`src/rtl/agc_io_channel_bank_if.sv`:
```
// Bus bundle between the AGC IO channel bank, the Core IO select ports and the
// external input/output adapters. The bank takes the slave side.
interface agc_io_channel_bank_if #(
  parameter int unsigned NUM_IN  = 5,
  parameter int unsigned NUM_OUT = 4,
  parameter int unsigned WIDTH   = 15,
  parameter int unsigned SEL_W   = 5
);
  logic [NUM_IN*WIDTH-1:0]  in_data;
  logic [NUM_IN-1:0]        in_valid;
  logic [NUM_IN-1:0]        in_ready;
  logic [NUM_OUT*WIDTH-1:0] out_data;
  logic [NUM_OUT-1:0]       out_valid;
  logic [NUM_OUT-1:0]       out_ready;
  logic [SEL_W-1:0]         IO_read_sel;
  logic [WIDTH-1:0]         IO_read_data;
  logic [SEL_W-1:0]         IO_write_sel;
  logic [WIDTH-1:0]         IO_write_data;
  logic                     IO_write_en;
  logic                     stall;
  logic                     irq;

  modport slave (
    input  in_data, in_valid, out_ready, IO_read_sel, IO_write_sel, IO_write_data, IO_write_en,
           stall,
    output in_ready, out_data, out_valid, IO_read_data, irq
  );

  modport master (
    output in_data, in_valid, out_ready, IO_read_sel, IO_write_sel, IO_write_data, IO_write_en,
           stall,
    input  in_ready, out_data, out_valid, IO_read_data, irq
  );
endinterface

```
`src/rtl/agc_io_channel_bank.sv`:
```
// Parametrised AGC IO channel bank: NUM_IN captured input words with fresh/overrun status,
// NUM_OUT handshaked output registers, a registered stall-aware Core read port and a masked irq.
module agc_io_channel_bank #(
  parameter int unsigned NUM_IN  = 5,
  parameter int unsigned NUM_OUT = 4,
  parameter int unsigned WIDTH   = 15,
  parameter int unsigned SEL_W   = 5
) (
  input logic                  clock,
  input logic                  reset_n,
  agc_io_channel_bank_if.slave bus
);

  if (NUM_IN + 3 > 2 ** SEL_W) begin : g_err_read_map
    $error("agc_io_channel_bank: read map does not fit in SEL_W");
  end
  if (NUM_OUT + 2 > 2 ** SEL_W) begin : g_err_write_map
    $error("agc_io_channel_bank: write map does not fit in SEL_W");
  end
  if (NUM_IN + NUM_OUT > WIDTH) begin : g_err_status_width
    $error("agc_io_channel_bank: overrun status does not fit in WIDTH");
  end

  localparam logic [SEL_W-1:0] SelFresh = SEL_W'(NUM_IN);
  localparam logic [SEL_W-1:0] SelOvr   = SEL_W'(NUM_IN + 1);
  localparam logic [SEL_W-1:0] SelMaskR = SEL_W'(NUM_IN + 2);
  localparam logic [SEL_W-1:0] SelMaskW = SEL_W'(NUM_OUT);
  localparam logic [SEL_W-1:0] SelW1c   = SEL_W'(NUM_OUT + 1);

  logic [NUM_IN-1:0][WIDTH-1:0]  in_reg_q, in_reg_d;
  logic [NUM_IN-1:0]             fresh_q, fresh_d;
  logic [NUM_IN-1:0]             in_ovr_q, in_ovr_d;
  logic [NUM_IN-1:0]             irq_mask_q, irq_mask_d;
  logic [NUM_OUT-1:0][WIDTH-1:0] out_reg_q, out_reg_d;
  logic [NUM_OUT-1:0]            out_valid_q, out_valid_d;
  logic [NUM_OUT-1:0]            out_ovr_q, out_ovr_d;
  logic [WIDTH-1:0]              rd_data_q, rd_data_d;

  logic [NUM_IN-1:0]  in_ready;
  logic [NUM_IN-1:0]  cap;
  logic [NUM_IN-1:0]  rd_clr;
  logic [NUM_IN-1:0]  in_ovr_set;
  logic [NUM_IN-1:0]  w1c_in;
  logic [NUM_OUT-1:0] wr_out;
  logic [NUM_OUT-1:0] out_ovr_set;
  logic [NUM_OUT-1:0] w1c_out;
  logic [WIDTH-1:0]   rd_mux;

  // Inputs are accepted unconditionally once out of reset; overrun is flagged, not back-pressured.
  assign in_ready = {NUM_IN{reset_n}};
  assign cap      = bus.in_valid & in_ready;

  // Input capture, fresh tracking and read-to-clear side effect.
  always_comb begin
    rd_clr = '0;
    for (int i = 0; i < NUM_IN; i++) begin
      rd_clr[i] = !bus.stall && (bus.IO_read_sel == SEL_W'(i));
    end
    for (int i = 0; i < NUM_IN; i++) begin
      in_reg_d[i] = cap[i] ? bus.in_data[i*WIDTH +: WIDTH] : in_reg_q[i];
    end
    // A capture colliding with a read of the same channel is not an overrun: the old word was taken.
    fresh_d    = (fresh_q & ~rd_clr) | cap;
    in_ovr_set = cap & fresh_q & ~rd_clr;
  end

  // Registered read port; stall freezes the result.
  always_comb begin
    rd_mux = '0;
    for (int i = 0; i < NUM_IN; i++) begin
      if (bus.IO_read_sel == SEL_W'(i)) begin
        rd_mux = in_reg_q[i];
      end
    end
    if (bus.IO_read_sel == SelFresh) begin
      rd_mux = WIDTH'(fresh_q);
    end
    if (bus.IO_read_sel == SelOvr) begin
      rd_mux = WIDTH'({out_ovr_q, in_ovr_q});
    end
    if (bus.IO_read_sel == SelMaskR) begin
      rd_mux = WIDTH'(irq_mask_q);
    end
    rd_data_d = bus.stall ? rd_data_q : rd_mux;
  end

  // Core writes: output channels, irq mask, and write-one-to-clear overrun status.
  always_comb begin
    wr_out = '0;
    for (int j = 0; j < NUM_OUT; j++) begin
      wr_out[j] = bus.IO_write_en && (bus.IO_write_sel == SEL_W'(j));
    end
    for (int j = 0; j < NUM_OUT; j++) begin
      out_reg_d[j] = wr_out[j] ? bus.IO_write_data : out_reg_q[j];
    end
    out_valid_d = (out_valid_q & ~bus.out_ready) | wr_out;
    out_ovr_set = wr_out & out_valid_q & ~bus.out_ready;

    irq_mask_d = irq_mask_q;
    if (bus.IO_write_en && (bus.IO_write_sel == SelMaskW)) begin
      irq_mask_d = bus.IO_write_data[NUM_IN-1:0];
    end

    w1c_in  = '0;
    w1c_out = '0;
    if (bus.IO_write_en && (bus.IO_write_sel == SelW1c)) begin
      w1c_in  = bus.IO_write_data[NUM_IN-1:0];
      w1c_out = bus.IO_write_data[NUM_IN+NUM_OUT-1:NUM_IN];
    end
    // Set after clear so a new overrun wins over a simultaneous W1C.
    in_ovr_d  = (in_ovr_q & ~w1c_in) | in_ovr_set;
    out_ovr_d = (out_ovr_q & ~w1c_out) | out_ovr_set;
  end

  always_ff @(posedge clock or negedge reset_n) begin
    if (!reset_n) begin
      in_reg_q    <= '0;
      fresh_q     <= '0;
      in_ovr_q    <= '0;
      irq_mask_q  <= '0;
      out_reg_q   <= '0;
      out_valid_q <= '0;
      out_ovr_q   <= '0;
      rd_data_q   <= '0;
    end else begin
      in_reg_q    <= in_reg_d;
      fresh_q     <= fresh_d;
      in_ovr_q    <= in_ovr_d;
      irq_mask_q  <= irq_mask_d;
      out_reg_q   <= out_reg_d;
      out_valid_q <= out_valid_d;
      out_ovr_q   <= out_ovr_d;
      rd_data_q   <= rd_data_d;
    end
  end

  assign bus.in_ready     = in_ready;
  assign bus.out_data     = out_reg_q;
  assign bus.out_valid    = out_valid_q;
  assign bus.IO_read_data = rd_data_q;
  assign bus.irq          = |(fresh_q & irq_mask_q);

endmodule

```
`src/flat_wrapper.sv`:
```
// flat-port wrapper written by rule: the top's interface ports become plain ports
module agc_io_channel_bank_flat 
#(
  parameter int unsigned NUM_IN  = 5,
  parameter int unsigned NUM_OUT = 4,
  parameter int unsigned WIDTH   = 15,
  parameter int unsigned SEL_W   = 5
)
  (clock, reset_n, bus_in_data, bus_in_valid, bus_out_ready, bus_IO_read_sel, bus_IO_write_sel, bus_IO_write_data, bus_IO_write_en, bus_stall, bus_in_ready, bus_out_data, bus_out_valid, bus_IO_read_data, bus_irq);
  agc_io_channel_bank_if #(.NUM_IN(NUM_IN), .NUM_OUT(NUM_OUT), .WIDTH(WIDTH), .SEL_W(SEL_W)) bus_i ();
  input logic clock;
  input logic reset_n;
  input wire logic [$bits(bus_i.in_data)-1:0] bus_in_data;
  input wire logic [$bits(bus_i.in_valid)-1:0] bus_in_valid;
  input wire logic [$bits(bus_i.out_ready)-1:0] bus_out_ready;
  input wire logic [$bits(bus_i.IO_read_sel)-1:0] bus_IO_read_sel;
  input wire logic [$bits(bus_i.IO_write_sel)-1:0] bus_IO_write_sel;
  input wire logic [$bits(bus_i.IO_write_data)-1:0] bus_IO_write_data;
  input wire logic [$bits(bus_i.IO_write_en)-1:0] bus_IO_write_en;
  input wire logic [$bits(bus_i.stall)-1:0] bus_stall;
  output wire logic [$bits(bus_i.in_ready)-1:0] bus_in_ready;
  output wire logic [$bits(bus_i.out_data)-1:0] bus_out_data;
  output wire logic [$bits(bus_i.out_valid)-1:0] bus_out_valid;
  output wire logic [$bits(bus_i.IO_read_data)-1:0] bus_IO_read_data;
  output wire logic [$bits(bus_i.irq)-1:0] bus_irq;
  assign bus_i.in_data = bus_in_data;
  assign bus_i.in_valid = bus_in_valid;
  assign bus_i.out_ready = bus_out_ready;
  assign bus_i.IO_read_sel = bus_IO_read_sel;
  assign bus_i.IO_write_sel = bus_IO_write_sel;
  assign bus_i.IO_write_data = bus_IO_write_data;
  assign bus_i.IO_write_en = bus_IO_write_en;
  assign bus_i.stall = bus_stall;
  assign bus_in_ready = bus_i.in_ready;
  assign bus_out_data = bus_i.out_data;
  assign bus_out_valid = bus_i.out_valid;
  assign bus_IO_read_data = bus_i.IO_read_data;
  assign bus_irq = bus_i.irq;
  agc_io_channel_bank #(.NUM_IN(NUM_IN), .NUM_OUT(NUM_OUT), .WIDTH(WIDTH), .SEL_W(SEL_W)) u_core (.clock(clock), .reset_n(reset_n), .bus(bus_i));
endmodule
```
`config.mk`:
```
export PLATFORM = sky130hd
export DESIGN_NAME = agc_io_channel_bank_flat
export DESIGN_NICKNAME = d
export VERILOG_FILES = /design/src/rtl/agc_io_channel_bank_if.sv /design/src/rtl/agc_io_channel_bank.sv /design/src/flat_wrapper.sv
export SDC_FILE = /design/constraint.sdc
export NUM_CORES = 1
export LEC_CHECK = 0
export CORE_MARGIN = 2
export CORE_UTILIZATION = 51
export CTS_BUF_LIST = sky130_fd_sc_hd__clkbuf_4 sky130_fd_sc_hd__clkbuf_8
export CTS_CLUSTER_SIZE = 8
export DETAILED_ROUTE_END_ITERATION = 10
export GPL_TIMING_DRIVEN = 0
export PLACE_DENSITY = 0.83
export RECOVER_POWER = 50
export SLEW_MARGIN = 20
export SYNTH_ARGS = -nofsm -noshare
export SYNTH_HDL_FRONTEND = slang
export SYNTH_SLANG_ARGS = --single-unit
```
`constraint.sdc`:
```
create_clock -name clock -period 1.7 [get_ports clock]
set_clock_uncertainty 0.2 [all_clocks]
set_input_delay 0.425 -clock clock [delete_from_list [all_inputs] [get_ports clock]]
set_output_delay 0.425 -clock clock [all_outputs]
set_load 0.01 [all_outputs]
```
==> results.cfg, run 1 <==
[route]
drt_iter0_drc = 474
viasPerCell = 5.85
wl_um = 23100
avgRoutedWirePerCell_um = 22.3
num_vias = 6042
antenna_left = 0
drtPass1Iterations = 5
remaining_drc_errors = 0

[timing]
worst_slack_ps = -368
worstMarginPinSlew_ps = 808
report.final.slew_viol_count = 0
hold_viol = 0
max_freq_mhz = 484
layout_min_cycle_time_ps = 2070
rsz0062_at_grt = yes
period_share_pct = 122
slew_headroom_pct = 46.1
setup_viol = 183

[worst_setup_path]
crit_type = register to output pin
r2r_end = u_core.bus.IO_read_data[1]
start_kind = register
worst_setup_path_end_kind = output pin
critical_path.endpoint = bus_irq
critPathArrivalTime_ps = 1440
startpoint = u_core.fresh_q[3]
worst_r2r_path_depth = 4
cp_max_fo = 2
required_ps = 1070
regToRegSetupSlack_ps = 130
r2r-start = u_core.in_reg_q[1]

[place]
preCtsSetupSlack_ps = -995
port_buffers = 195
gp_congestion = 0.904
hpwl_um = 15400
placed_cells = 957

[yosys]
ys_seq_elements = 173
yosys.cell_types.count = 60
synth_adder_area_share_pct = 0
synth_top_flop_cell = dfrtp_1
synth_area_um2 = 7580
synthSimpleGateAreaFrac_pct = 8.24
yosys.area_share.xor_xnor_pct = 0
synthesis.nets = 690
synth_cells = 577
synth-async-reset-ratio_pct = 100
muxShareOfSynthArea_pct = 21.9
seq_area_frac_synth_pct = 57.1
synth_edf_count = 0
yosysWarnings = 0
synth-compound-area-share_pct = 9.05
synth_top_family_by_area = multiplexers
synth_area_per_cell_um2 = 13.1

[cts]
root_buffer = clkbuf_8
cts_tree = yes
clk_latency_ps = 460
clock_sinks = 173
cts_buffers = 17
cts_buffer_depth = 2
cts_max_level = 4
clk_pin_slew_ps = 90

[power_and_ir_drop]
total_power_mw = 10.2
ir_drop_uv = 796
power.density_nw_per_um2 = 960
p_leak_nw = 4.84

[global_routing]
grtUsageTotal_pct = 29.2
antenna_found_initial = 0
grt_max_degree = 77
grt_pass1_wl_um = 35900
grt_pass1_vias = 6482
overflow = 0

[final_layout]
n_fill_cell = 990
drive_above_1_share_pct = 45.0
syn_to_final_growth_pct = 39.7
num_antenna_cells = 0
stdcell_count = 1032
final_nets = 948
finish.utilization_pct = 72.8

[outcome]
status = complete, but fails checks
violations = negative setup slack

[die]
die_w_um = 126
num_rows = 44
ioPinCount = 198
fp.dieArea_um2 = 15900
initial_core_util_pct = 52.1
coreArea_um2 = 14500
die_h_um = 126

[worst_hold_path]
min_path_type = input port to register

[run]
cap_violations = 0
[timing repair]
action                                  in CTS  in global routing
gates resized for setup                    379                 29
pin swaps                                    7                 10
hold endpoints to repair                   173                  0
hold buffers                                 2                  0
gates cloned                                 5                  2
endpoints found under the setup margin     237                 62
buffers inserted                            20                 17
[metal layers]
layer  vias up  share of wire [%]  global-route usage (%)
li1       2615                  -                       -
met1      3002                 41                    37.8
met2       375                 48                    47.7
met3        50                9.1                    8.92
met4         0                2.1                    9.31
met5         -                  0                       0
[stage by stage]
step | TNS [ps] | area, um2 | hold WS (ps)
2_1_floorplan | -4060 | 7730 | -70.6
3_3_place_gp | -1789950 | 9910 | 266
3_5_place_dp | -122670 | 9950 | 279
4_1_cts | -442 | 10400 | 66.8
5_1_grt | -41580 | 10600 | 86.7
6_report | -24050 | 10600 | 103
[cells by family (layout without fill, tap and decap cells)]
| logic type | count (synthesis) | count (layout) |
|---|---|---|
| AOI/OAI and AO/OA | 95 | 95 |
| and+or+nand+nor | 115 | 116 |
| muxes | 148 | 148 |
| buffers and inverters | 46 | 316 |
| DFF | 173 | 173 |
[worst min-delay path by stage]
| stage | start | endpoint | slack, ps | cells past startpoint |
|---|---|---|---|---|
| after floorplan | reset_n | u_core.bus.IO_read_data[0] | -70 | 0 |
| after global placement | u_core.bus.IO_read_data[13] | u_core.bus.IO_read_data[13] | 270 | 2 |
| after detailed placement | u_core.bus.IO_read_data[10] | u_core.bus.IO_read_data[10] | 280 | 2 |
| after CTS | bus_stall | u_core.fresh_q[0] | 70 | 3 |
| after global routing | bus_stall | u_core.fresh_q[4] | 90 | 3 |
| final | bus_stall | u_core.fresh_q[0] | 100 | 3 |
[layout make-up]
| cell class | instances | area [um2] | area share [%] |
|---|---|---|---|
| clock inverters | 14 | 158 | 1.49 |
| repair buffers | 241 | 2000 | 18.9 |
| clock buffers | 18 | 241 | 2.28 |
| plain buffers | 34 | 312 | 2.94 |
| multi-input cells | 359 | 3280 | 31.0 |
| inverters | 9 | 33.8 | 0.319 |
| well taps | 184 | 230 | 2.18 |
| flip-flops and latches | 173 | 4330 | 40.9 |
[sequential cells by signal, indices dropped and copies added (netlist names)]
signal	flops
u_core.bus.IO_read_data	15
u_core.bus.out_data	60
u_core.bus.out_valid	4
u_core.fresh_q	5
u_core.in_ovr_q	5
u_core.in_reg_q	75
u_core.irq_mask_q	5
u_core.out_ovr_q	4
[layout by cell type (no fill, tap or decap), drive strengths merged, types with 8 or more instances in the layout]
cell / netlist / routed
dfrtp: 173 / 173
mux2: 141 / 141
buf: 22 / 139
clkdlybuf4s50: 0 / 100
nand2: 48 / 48
clkbuf: 13 / 38
a21oi: 18 / 18
nor2: 16 / 16
inv: 9 / 15
o21ai: 12 / 12
o2bb2ai: 9 / 9
o22ai: 9 / 9
nand2b: 8 / 8
dlygate4sd2: 0 / 8
o31ai: 8 / 8
[cell usage after synthesis (all sizes together), types with 4 or more instances]
library cell,number,area [um2]
o21ai,12,60.1
or2,6,37.5
nor2,16,62.6
o2bb2ai,9,78.8
nor3,5,41.3
and2,5,31.3
o32ai,5,43.8
a21oi,18,90.1
a221oi,5,43.8
nand3,4,25.0
o221ai,7,61.3
mux2i,7,70.1
inv,9,33.8
mux2,141,1590
nand3b,4,37.5
dfrtp,173,4330
nand2,48,180
o31ai,8,60.1
a32oi,4,35.0
clkbuf,13,68.8
buf,22,159
o22ai,9,56.3
nand2b,8,50.1
[report_power, final]
group | switching [mW] | internal [mW]
clock | 1.61 | 1.35
combinational | 0.981 | 1.14
sequential | 0.362 | 4.71
total | 2.95 | 7.20
[critical path, cell delays in order (launching register included)]
cell and delay [ps]:
dfrtp_1 390, a222oi_1 330, nand2_1 110, buf_2 160
(Power assumes the default switching activity.)
==> run 2: changes to the inputs <==
--- a/config.mk
+++ b/config.mk
@@ -5,7 +5,6 @@
 export SDC_FILE = /design/constraint.sdc
 export NUM_CORES = 1
 export LEC_CHECK = 0
-export CORE_MARGIN = 2
 export CORE_UTILIZATION = 51
 export CTS_BUF_LIST = sky130_fd_sc_hd__clkbuf_4 sky130_fd_sc_hd__clkbuf_8
 export CTS_CLUSTER_SIZE = 8
@@ -13,6 +12,7 @@
 export GPL_TIMING_DRIVEN = 0
 export PLACE_DENSITY = 0.83
 export RECOVER_POWER = 50
+export SKIP_LAST_GASP = 1
 export SLEW_MARGIN = 20
 export SYNTH_ARGS = -nofsm -noshare
 export SYNTH_HDL_FRONTEND = slang
==> run 2 against run 1 <==
  * The run still ends with negative setup slack left
  * Hold slack got worse by 25 ps
  * First-iteration DRC count fell by 11%
  * Sequential power barely moved
  * Core utilization is 1.3 points lower
  * Global-route usage increased by 0.37 points
  * Non-clock buffer count down 8
  * Highest routed layer unchanged
  * Sequential cell count did not move
==> results.cfg, run 2 (same netlist as run 1, synthesis figures left out) <==
[global_routing]
grt_pass1_wl_um = 33100
grt_max_degree = 87
overflow = 0
grt_pass1_vias = 6299
grtUsageTotal_pct = 29.6
antenna_found_initial = 1

[die]
coreArea_um2 = 14500
die_h_um = 124
fp.dieArea_um2 = 15400
initial_core_util_pct = 52.1
die_w_um = 124
num_rows = 44
ioPinCount = 198

[worst_setup_path]
cp_slowest_cell = dfrtp_1
regToRegSetupSlack_ps = 200
worstPathCellList = a222oi_1 -> nand2_1 -> buf_2
slowest_delay_ps = 450
critPathArrivalTime_ps = 1460
cp_max_fo = 3
worst_setup_path_end_kind = output pin
start_kind = register
worst_r2r_path_depth = 4
crit_type = register to output pin
required_ps = 1070

[cts]
cts_tree = yes
clk_pin_slew_ps = 90
clk_latency_ps = 470
cts_buffer_depth = 2
root_buffer = clkbuf_8
cts_max_level = 4
cts_buffers = 17
clock_sinks = 173

[final_layout]
fin_area_um2 = 10400
num_antenna_cells = 0
finish.utilization_pct = 71.5
final_common_cell = dfrtp_1
final_nets = 939
drive_above_1_share_pct = 42.9
largest-register = u_core.in_reg_q
largest_register_ffs = 75
n_fill_cell = 992
mostFrequentLayoutCells = dfrtp_1 (173), mux2_2 (138), clkdlybuf4s50_1 (100)
syn_to_final_growth_pct = 37.1

[timing]
hold_viol = 0
report.final.slew_viol_count = 0
layout_min_cycle_time_ps = 2090
worst_slack_ps = -390
period_share_pct = 123
setup_viol = 165
max_freq_mhz = 479
rsz0062_at_grt = yes
worstMarginPinSlew_ps = 689
slew_headroom_pct = 54.1

[route]
avgRoutedWirePerCell_um = 21.5
num_vias = 5980
remaining_drc_errors = 0
antenna_left = 0
drt_iter0_drc = 424
wl_um = 22000
viasPerCell = 5.85
drtPass1Iterations = 5

[place]
place_area_um2 = 9950
port_buffers = 195
hpwl_um = 14800
preCtsSetupSlack_ps = -996
gp_congestion = 0.889

[worst_hold_path]
min_path_type = input port to register
hold_depth = 3

[power_and_ir_drop]
p_leak_nw = 4.76
power.density_nw_per_um2 = 1000
total_power_mw = 10.4
ir_drop_uv = 734

[outcome]
status = complete, but fails checks
violations = negative setup slack

[run]
cap_violations = 0
## run 2: layout make-up
type                    instances  area, um2  area share, %
multi-input cells             358       3180           30.6
plain buffers                  34        302           2.90
clock inverters                14        205           1.97
inverters                       9       33.8          0.325
well taps                     184        230           2.22
repair buffers                233       1860           17.9
clock buffers                  18        248           2.38
flip-flops and latches        173       4330           41.7
## run 2: what timing repair did
action,CTS,global route
setup buffers,25,4
endpoints found under the hold margin,173,0
pin swaps,9,5
cloned,6,0
setup endpoints to repair,230,79
resized for setup,376,19
hold buffers,2,0
## run 2: per-stage QoR
step | setup TNS [ps] | instances | hold WS (ps)
after global routing | -36300 | 1023 | 71.6
after global placement | -1779500 | 956 | 266
final | -17580 | 1023 | 78.5
after floorplan | -4060 | 577 | -70.6
after detailed placement | -118360 | 957 | 282
after CTS | -429 | 1020 | 51.5
## run 2: final timing paths
check | start | to
setup reg to reg | u_core.in_reg_q[1] | u_core.bus.IO_read_data[1]
min in group asynchronous | reset_n | u_core.in_reg_q[29]
max in group asynchronous | reset_n | u_core.bus.out_data[43]
setup / recovery | u_core.fresh_q[0] | bus_irq
hold / removal | bus_stall | u_core.fresh_q[0]
hold reg to reg | u_core.bus.IO_read_data[13] | u_core.bus.IO_read_data[13]
## run 2: metal layers
metal | vias up | track usage (%) | part of all wire, %
met5 | - | 0 | 0
met4 | 0 | 12.3 | 2.4
met3 | 48 | 10.7 | 11
met2 | 334 | 49.6 | 48
met1 | 2998 | 34.3 | 38
li1 | 2600 | - | -
## run 2: worst max-delay path: cells and delay by family, from the launching register on
kind	cells	cell delay [ps]
and+or+nand+nor	1	110
buffers and inverters	1	150
AOI/OAI and AO/OA	1	290
DFF	1	450
## run 2: where the power goes
group | switching (mW) | internal (mW)
sequential | 0.358 | 4.71
clock | 1.58 | 1.67
combinational | 0.948 | 1.13
